### src/rtl/cipher_seq_pkg.sv
// cipher_seq_pkg
// Shared definitions for the cipher message sequencer:
//   - seq_state_t    : sequencer FSM state encoding
//   - ASCII_*        : inclusive bounds of the upper- and lower-case letter ranges
package cipher_seq_pkg;

  typedef enum logic [1:0] {
    ST_IDLE  = 2'd0,
    ST_LOAD  = 2'd1,
    ST_WAIT  = 2'd2,
    ST_DRAIN = 2'd3
  } seq_state_t;

  localparam logic [7:0] ASCII_UPPER_LO = 8'h41;  // 'A'
  localparam logic [7:0] ASCII_UPPER_HI = 8'h5A;  // 'Z'
  localparam logic [7:0] ASCII_LOWER_LO = 8'h61;  // 'a'
  localparam logic [7:0] ASCII_LOWER_HI = 8'h7A;  // 'z'

endpackage

### src/rtl/cipher_char_class.sv
// cipher_char_class
// Combinational byte classifier. A byte is "special" when it is neither an
// upper-case nor a lower-case ASCII letter.
// Ports:
//   char_byte  (in,  8) byte to classify
//   is_special (out, 1) 1 when char_byte lies outside 'A'..'Z' and 'a'..'z'
module cipher_char_class
  import cipher_seq_pkg::*;
(
  input  logic [7:0] char_byte,
  output logic       is_special
);

  logic is_upper;
  logic is_lower;

  assign is_upper   = (char_byte >= ASCII_UPPER_LO) && (char_byte <= ASCII_UPPER_HI);
  assign is_lower   = (char_byte >= ASCII_LOWER_LO) && (char_byte <= ASCII_LOWER_HI);
  assign is_special = !(is_upper || is_lower);

endmodule

### src/rtl/cipher_msg_sequencer.sv
// cipher_msg_sequencer
// Collects MSG_LEN input bytes into a block, hands the block to a cipher core
// with a one-cycle core_start pulse, waits CORE_LAT cycles, captures the core
// result and streams it out byte by byte.
// Parameters: MSG_LEN (bytes per block), CORE_LAT (core latency, 1..15).
// Ports:
//   clk, rst                         clock, synchronous active-high reset
//   in_valid/in_ready/in_data/in_mode input byte stream; mode taken on byte 0
//   out_valid/out_ready/out_data/out_last output byte stream, last = block end
//   core_din/core_mode/core_start     block, mode and start pulse to the core
//   core_dout                         core result, byte i at bits [8i+7:8i]
//   busy                              high whenever not idle
// Build option: define CIPHER_SPECIAL_BYPASS_EN to pass non-letter bytes
// through unchanged instead of using the core result for them.
module cipher_msg_sequencer
  import cipher_seq_pkg::*;
#(
  parameter int MSG_LEN  = 12,
  parameter int CORE_LAT = 1
) (
  input  logic                 clk,
  input  logic                 rst,
  input  logic                 in_valid,
  output logic                 in_ready,
  input  logic [7:0]           in_data,
  input  logic                 in_mode,
  output logic                 out_valid,
  input  logic                 out_ready,
  output logic [7:0]           out_data,
  output logic                 out_last,
  output logic [8*MSG_LEN-1:0] core_din,
  output logic                 core_mode,
  output logic                 core_start,
  input  logic [8*MSG_LEN-1:0] core_dout,
  output logic                 busy
);

  localparam int               CNT_W    = (MSG_LEN > 1) ? $clog2(MSG_LEN) : 1;
  localparam logic [CNT_W-1:0] LAST_IDX = CNT_W'(MSG_LEN - 1);
  localparam logic [3:0]       LAT_END  = 4'(CORE_LAT);

  seq_state_t       state_reg, state_next;
  logic [CNT_W-1:0] in_cnt_reg, out_cnt_reg;
  logic [3:0]       lat_cnt_reg;
  logic [7:0]       in_buf_reg  [MSG_LEN];
  logic [7:0]       res_buf_reg [MSG_LEN];
  logic             mode_reg;
  logic             start_reg;
  logic [7:0]       drain_byte;

  logic in_accept, in_last, lat_done, out_accept, out_done;

  assign in_accept  = in_valid && in_ready;
  assign in_last    = (in_cnt_reg == LAST_IDX);
  assign lat_done   = (state_reg == ST_WAIT) && (lat_cnt_reg == LAT_END);
  assign out_accept = out_valid && out_ready;
  assign out_done   = out_accept && (out_cnt_reg == LAST_IDX);

  assign core_mode  = mode_reg;
  assign core_start = start_reg;

  // State register
  always_ff @(posedge clk) begin
    if (rst) state_reg <= ST_IDLE;
    else     state_reg <= state_next;
  end

  // Next-state logic; a single-byte block goes straight from IDLE to WAIT
  always_comb begin
    state_next = state_reg;
    case (state_reg)
      ST_IDLE:  if (in_accept) state_next = in_last ? ST_WAIT : ST_LOAD;
      ST_LOAD:  if (in_accept && in_last) state_next = ST_WAIT;
      ST_WAIT:  if (lat_done) state_next = ST_DRAIN;
      ST_DRAIN: if (out_done) state_next = ST_IDLE;
      default:  state_next = ST_IDLE;
    endcase
  end

  // Outputs; out_data is forced to zero outside DRAIN so nothing stale leaks
  always_comb begin
    in_ready  = 1'b0;
    out_valid = 1'b0;
    out_last  = 1'b0;
    out_data  = 8'h00;
    busy      = (state_reg != ST_IDLE);
    case (state_reg)
      ST_IDLE, ST_LOAD: in_ready = 1'b1;
      ST_DRAIN: begin
        out_valid = 1'b1;
        out_last  = (out_cnt_reg == LAST_IDX);
        out_data  = drain_byte;
      end
      default: ;
    endcase
  end

  // Input side: byte buffer, mode latch, start pulse, latency and output counters.
  // The latency counter is cleared with the start pulse and counts edges in WAIT,
  // so capture lands CORE_LAT edges after the edge that ends the start cycle.
  always_ff @(posedge clk) begin
    if (rst) begin
      in_cnt_reg  <= '0;
      out_cnt_reg <= '0;
      lat_cnt_reg <= '0;
      mode_reg    <= 1'b0;
      start_reg   <= 1'b0;
      for (int i = 0; i < MSG_LEN; i++) in_buf_reg[i] <= 8'h00;
    end else begin
      start_reg <= 1'b0;
      if (in_accept) begin
        in_buf_reg[in_cnt_reg] <= in_data;
        if (state_reg == ST_IDLE) mode_reg <= in_mode;
        if (in_last) begin
          in_cnt_reg  <= '0;
          start_reg   <= 1'b1;
          lat_cnt_reg <= '0;
        end else begin
          in_cnt_reg <= in_cnt_reg + 1'b1;
        end
      end
      if ((state_reg == ST_WAIT) && !lat_done) lat_cnt_reg <= lat_cnt_reg + 1'b1;
      if (out_accept) out_cnt_reg <= out_done ? '0 : out_cnt_reg + 1'b1;
    end
  end

  // Per-byte block exposure and result capture. The result buffer needs no
  // reset: it is only observed in DRAIN, which is entered only after a capture.
  generate
    for (genvar gi = 0; gi < MSG_LEN; gi++) begin : g_byte
      assign core_din[8*gi +: 8] = in_buf_reg[gi];
      always_ff @(posedge clk) begin
        if (lat_done) res_buf_reg[gi] <= core_dout[8*gi +: 8];
      end
    end
  endgenerate

`ifdef CIPHER_SPECIAL_BYPASS_EN
  logic in_special;
  logic special_reg [MSG_LEN];

  cipher_char_class u_char_class (
    .char_byte  (in_data),
    .is_special (in_special)
  );

  always_ff @(posedge clk) begin
    if (rst) begin
      for (int i = 0; i < MSG_LEN; i++) special_reg[i] <= 1'b0;
    end else if (in_accept) begin
      special_reg[in_cnt_reg] <= in_special;
    end
  end

  // The input buffer is not reloaded until DRAIN ends, so the original byte is still there
  assign drain_byte = special_reg[out_cnt_reg] ? in_buf_reg[out_cnt_reg]
                                               : res_buf_reg[out_cnt_reg];
`else
  assign drain_byte = res_buf_reg[out_cnt_reg];
`endif

endmodule

### config.mk
export PLATFORM = sky130hd
export DESIGN_NAME = cipher_msg_sequencer
export DESIGN_NICKNAME = d
export VERILOG_FILES = /design/src/rtl/cipher_seq_pkg.sv /design/src/rtl/cipher_char_class.sv /design/src/rtl/cipher_msg_sequencer.sv
export SDC_FILE = /design/constraint.sdc
export NUM_CORES = 1
export LEC_CHECK = 0
export ABC_CLOCK_PERIOD_IN_PS = 11500
export CAP_MARGIN = 20
export CORE_MARGIN = 2
export CORE_UTILIZATION = 54
export CTS_BUF_LIST = sky130_fd_sc_hd__clkbuf_8
export CTS_CLUSTER_SIZE = 14
export DETAILED_ROUTE_END_ITERATION = 7
export HOLD_SLACK_MARGIN = 0.15
export MAX_ROUTING_LAYER = met4
export PLACE_DENSITY = 0.91
export REMOVE_ABC_BUFFERS = 1
export SETUP_SLACK_MARGIN = 0.15
export SLEW_MARGIN = 10
export SYNTH_ARGS = -nofsm -noshare
export SYNTH_HDL_FRONTEND = slang
export SYNTH_SLANG_ARGS = --single-unit
### constraint.sdc
create_clock -name clk -period 11.5 [get_ports clk]
set_input_delay 1.725 -clock clk [delete_from_list [all_inputs] [get_ports clk]]
set_output_delay 1.725 -clock clk [all_outputs]
set_load 0.01 [all_outputs]
==> results.py <==
metrics = {
    "status": {
        "status": "finished clean",
    },
    "setup_path": {
        "critPathArrivalTime_ns": 2.83,
        "cp_data_required_time_ns": 9.78,
        "worstSetupPathType": "reg -> out",
        "rrSetupSlack_ns": 8.95,
        "max_stage_delay_ns": 0.56,
        "crit_path_end_kind": "primary output",
        "path_cells": "buf_4 -> mux4_2 -> o311ai_0 -> nor2_1 -> clkdlybuf4s50_1",
        "slowest_stage": "mux4_2",
        "crit_buf_inv": 2,
        "critical-path-top-delay-family": "buffers and inverters",
        "startpoint_type": "flop",
        "path_max_fanout": 28,
    },
    "timing": {
        "finalCritPeriodShare": 0.396,
        "hold_violations": 0,
        "setup_viol": 0,
        "relSlewSlack": 0.351,
        "skew_ns": 0.0288,
        "worst_slew_pin_slew_ns": 0.964,
        "tns_ns": 0,
        "final.min_clock_period_ns": 4.55,
        "max_freq_mhz": 220,
        "rsz0062_at_grt": "false",
        "drv_slew": 0,
    },
    "clock_tree": {
        "cts.path.max_buffers": 3,
        "cts_htree_levels": 2,
        "clock_latency_ns": 0.52,
        "cts.clk_slew.worst_paths_ns": 0.06,
        "cts_hold_buffers": 0,
        "cts_made_buffers": 35,
        "cts.sink_count": 212,
        "cts_setup_buffers": 0,
        "cts_root_buffer": "clkbuf_8",
        "ctsResizeCount": 0,
        "cts_tree": "built",
    },
    "synth": {
        "syn_inst": 548,
        "synth_seq_area_share": 0.749,
        "synthArstFlopShare": 0,
        "syn_area_um2": 8230,
        "synth_seq_cells": 212,
        "synth_warnings": 0,
        "synth_flop_cell": "edfxtp_1",
        "ys_types": 40,
        "syn_avg_cell_area_um2": 15.0,
        "synth_edf_count": 192,
    },
    "die": {
        "ios": 219,
        "core_um2": 15000,
        "initial_core_util": 0.547,
        "die_x_um": 127,
        "rows": 45,
        "die_h_um": 127,
        "die_area_um2": 16200,
    },
    "layout": {
        "final_common_cell": "clkdlybuf4s50_1",
        "most-common-layout-cells": "clkdlybuf4s50_1 (218), edfxtp_1 (192), nor2_1 (124)",
        "utilization": 0.757,
        "antenna_cells": 0,
        "syn2layout_area_growth_pct": 38.2,
        "drive_gt1_frac": 0.100,
        "nets": 902,
    },
    "grt": {
        "antenna_found_initial": 0,
        "grt_max_degree": 97,
        "track_usage": 0.259,
        "overflow": 0,
        "first_global_vias": 5867,
        "grt_pass1_wl_um": 31000,
    },
    "pwr": {
        "p_seq_frac": 0.497,
        "pwr-share-comb": 0.115,
        "intPower_mw": 1.35,
        "p_sw_frac": 0.234,
        "pwr-share-clk": 0.388,
        "p_leak_nw": 3.91,
        "switching_power_mw": 0.413,
        "power_per_cell_area_nw_per_um2": 155,
        "vdd.ir_drop.worst_v": 0.0000981,
    },
    "drt": {
        "drt-total-wl_um": 20300,
        "drc": 0,
        "ant_nets": 0,
        "dr.pass1.iters": 5,
        "wl_per_cell_um": 20.4,
        "viasPerCell": 5.68,
        "drt_iter0_drc": 499,
        "vias": 5657,
    },
    "min_path": {
        "hold_class": "reg -> reg",
    },
    "placement": {
        "place.gp.congestion": 0.836,
        "dpl.hpwl_um": 13800,
        "numPortBuffers": 218,
    },
    "run": {
        "drv_cap": 0,
    },
}
==> final timing paths <==
kind                              startpoint  depth (start not counted)               end
worst max-delay path                    flop                          5       out_data[2]
worst min-delay path               core_mode                          2         core_mode
worst max register to register  state_reg[0]                          5  in_buf_reg[8][2]
worst min register to register     core_mode                          2         core_mode
==> worst register-to-register path: cells and delay by family (launching register included) <==
kind | cells | cell delay (ns)
DFF | 1 | 0.33
and+or+nand+nor | 1 | 0.81
buffers and inverters | 1 | 0.13
AOI/OAI and AO/OA | 2 | 0.68
adders and majority gates | 1 | 0.27
==> final cells by class <==
cell class,instances,area (µm²)
Fill cell,801,3660
Clock inverter,28,230
Multi-Input combinational cell,298,1920
Clock buffer,36,495
Tap cell,188,235
Inverter,8,30.0
Sequential cell,212,6170
Timing Repair Buffer,226,2300
==> power by group through the flow <==
stage | combinational [mW] | clock [mW] | sequential (mW)
6_report | 0.202 | 0.685 | 0.876
5_1_grt | 0.217 | 0.727 | 0.878
4_1_cts | 0.198 | 0.693 | 0.876
3_5_place_dp | 0.196 | 0 | 0.892
3_3_place_gp | 0.188 | 0 | 0.891
2_1_floorplan | 0.0746 | 0 | 0.900
==> kinds of logic (layout without fill, tap and decap cells) <==
| family | count (synthesis) | in the layout | share of synthesized area |
|---|---|---|---|
| simple gates | 200 | 200 | 0.102 |
| compound gates | 49 | 49 | 0.0429 |
| mux | 36 | 36 | 0.0684 |
| buf+inv | 38 | 298 | 0.0181 |
| xor+xnor | 1 | 1 | 0.00106 |
| flops | 212 | 212 | 0.749 |
| fa+ha+maj | 12 | 12 | 0.0182 |
==> cell usage after synthesis, drive strengths merged, types with 3 or more instances <==
master,n,area (µm²)
o21ai,3,15.0
a21oi,9,45.0
nor2,125,469
o311ai,9,78.8
clkbuf,23,86.3
edfxtp,192,5770
a22oi,8,60.1
ha,12,150
and2,4,25.0
mux2i,18,180
a21o,10,75.1
buf,7,32.5
dfxtp,20,400
or2,4,25.0
nand2,44,165
nor3,3,15.0
nand3,3,15.0
nand3b,4,30.0
inv,8,30.0
mux4,16,360
nand2b,3,18.8
==> metrics by stage <==
| stage | std cells | total power [mW] | hold WS (ns) | setup WS [ns] | cell area [µm²] |
|---|---|---|---|---|---|
| floorplan | 518 | 0.974 | 0.448 | 6.02 | 8110 |
| global placement | 928 | 1.08 | 0.473 | 7.50 | 10600 |
| detailed placement | 928 | 1.09 | 0.493 | 7.34 | 10600 |
| CTS | 992 | 1.77 | 0.513 | 6.94 | 11300 |
| global route | 996 | 1.82 | 0.539 | 6.86 | 11400 |
| finish | 996 | 1.76 | 0.514 | 6.95 | 11400 |
==> per-layer routing <==
metal,routed length [µm],GRT usage,up-vias
li1,-,-,2492
met1,7160,0.294,2675
met2,10300,0.436,425
met3,2140,0.0687,65
met4,701,0.111,0
met5,0,-,-
Power figures use the tool's default switching activity.
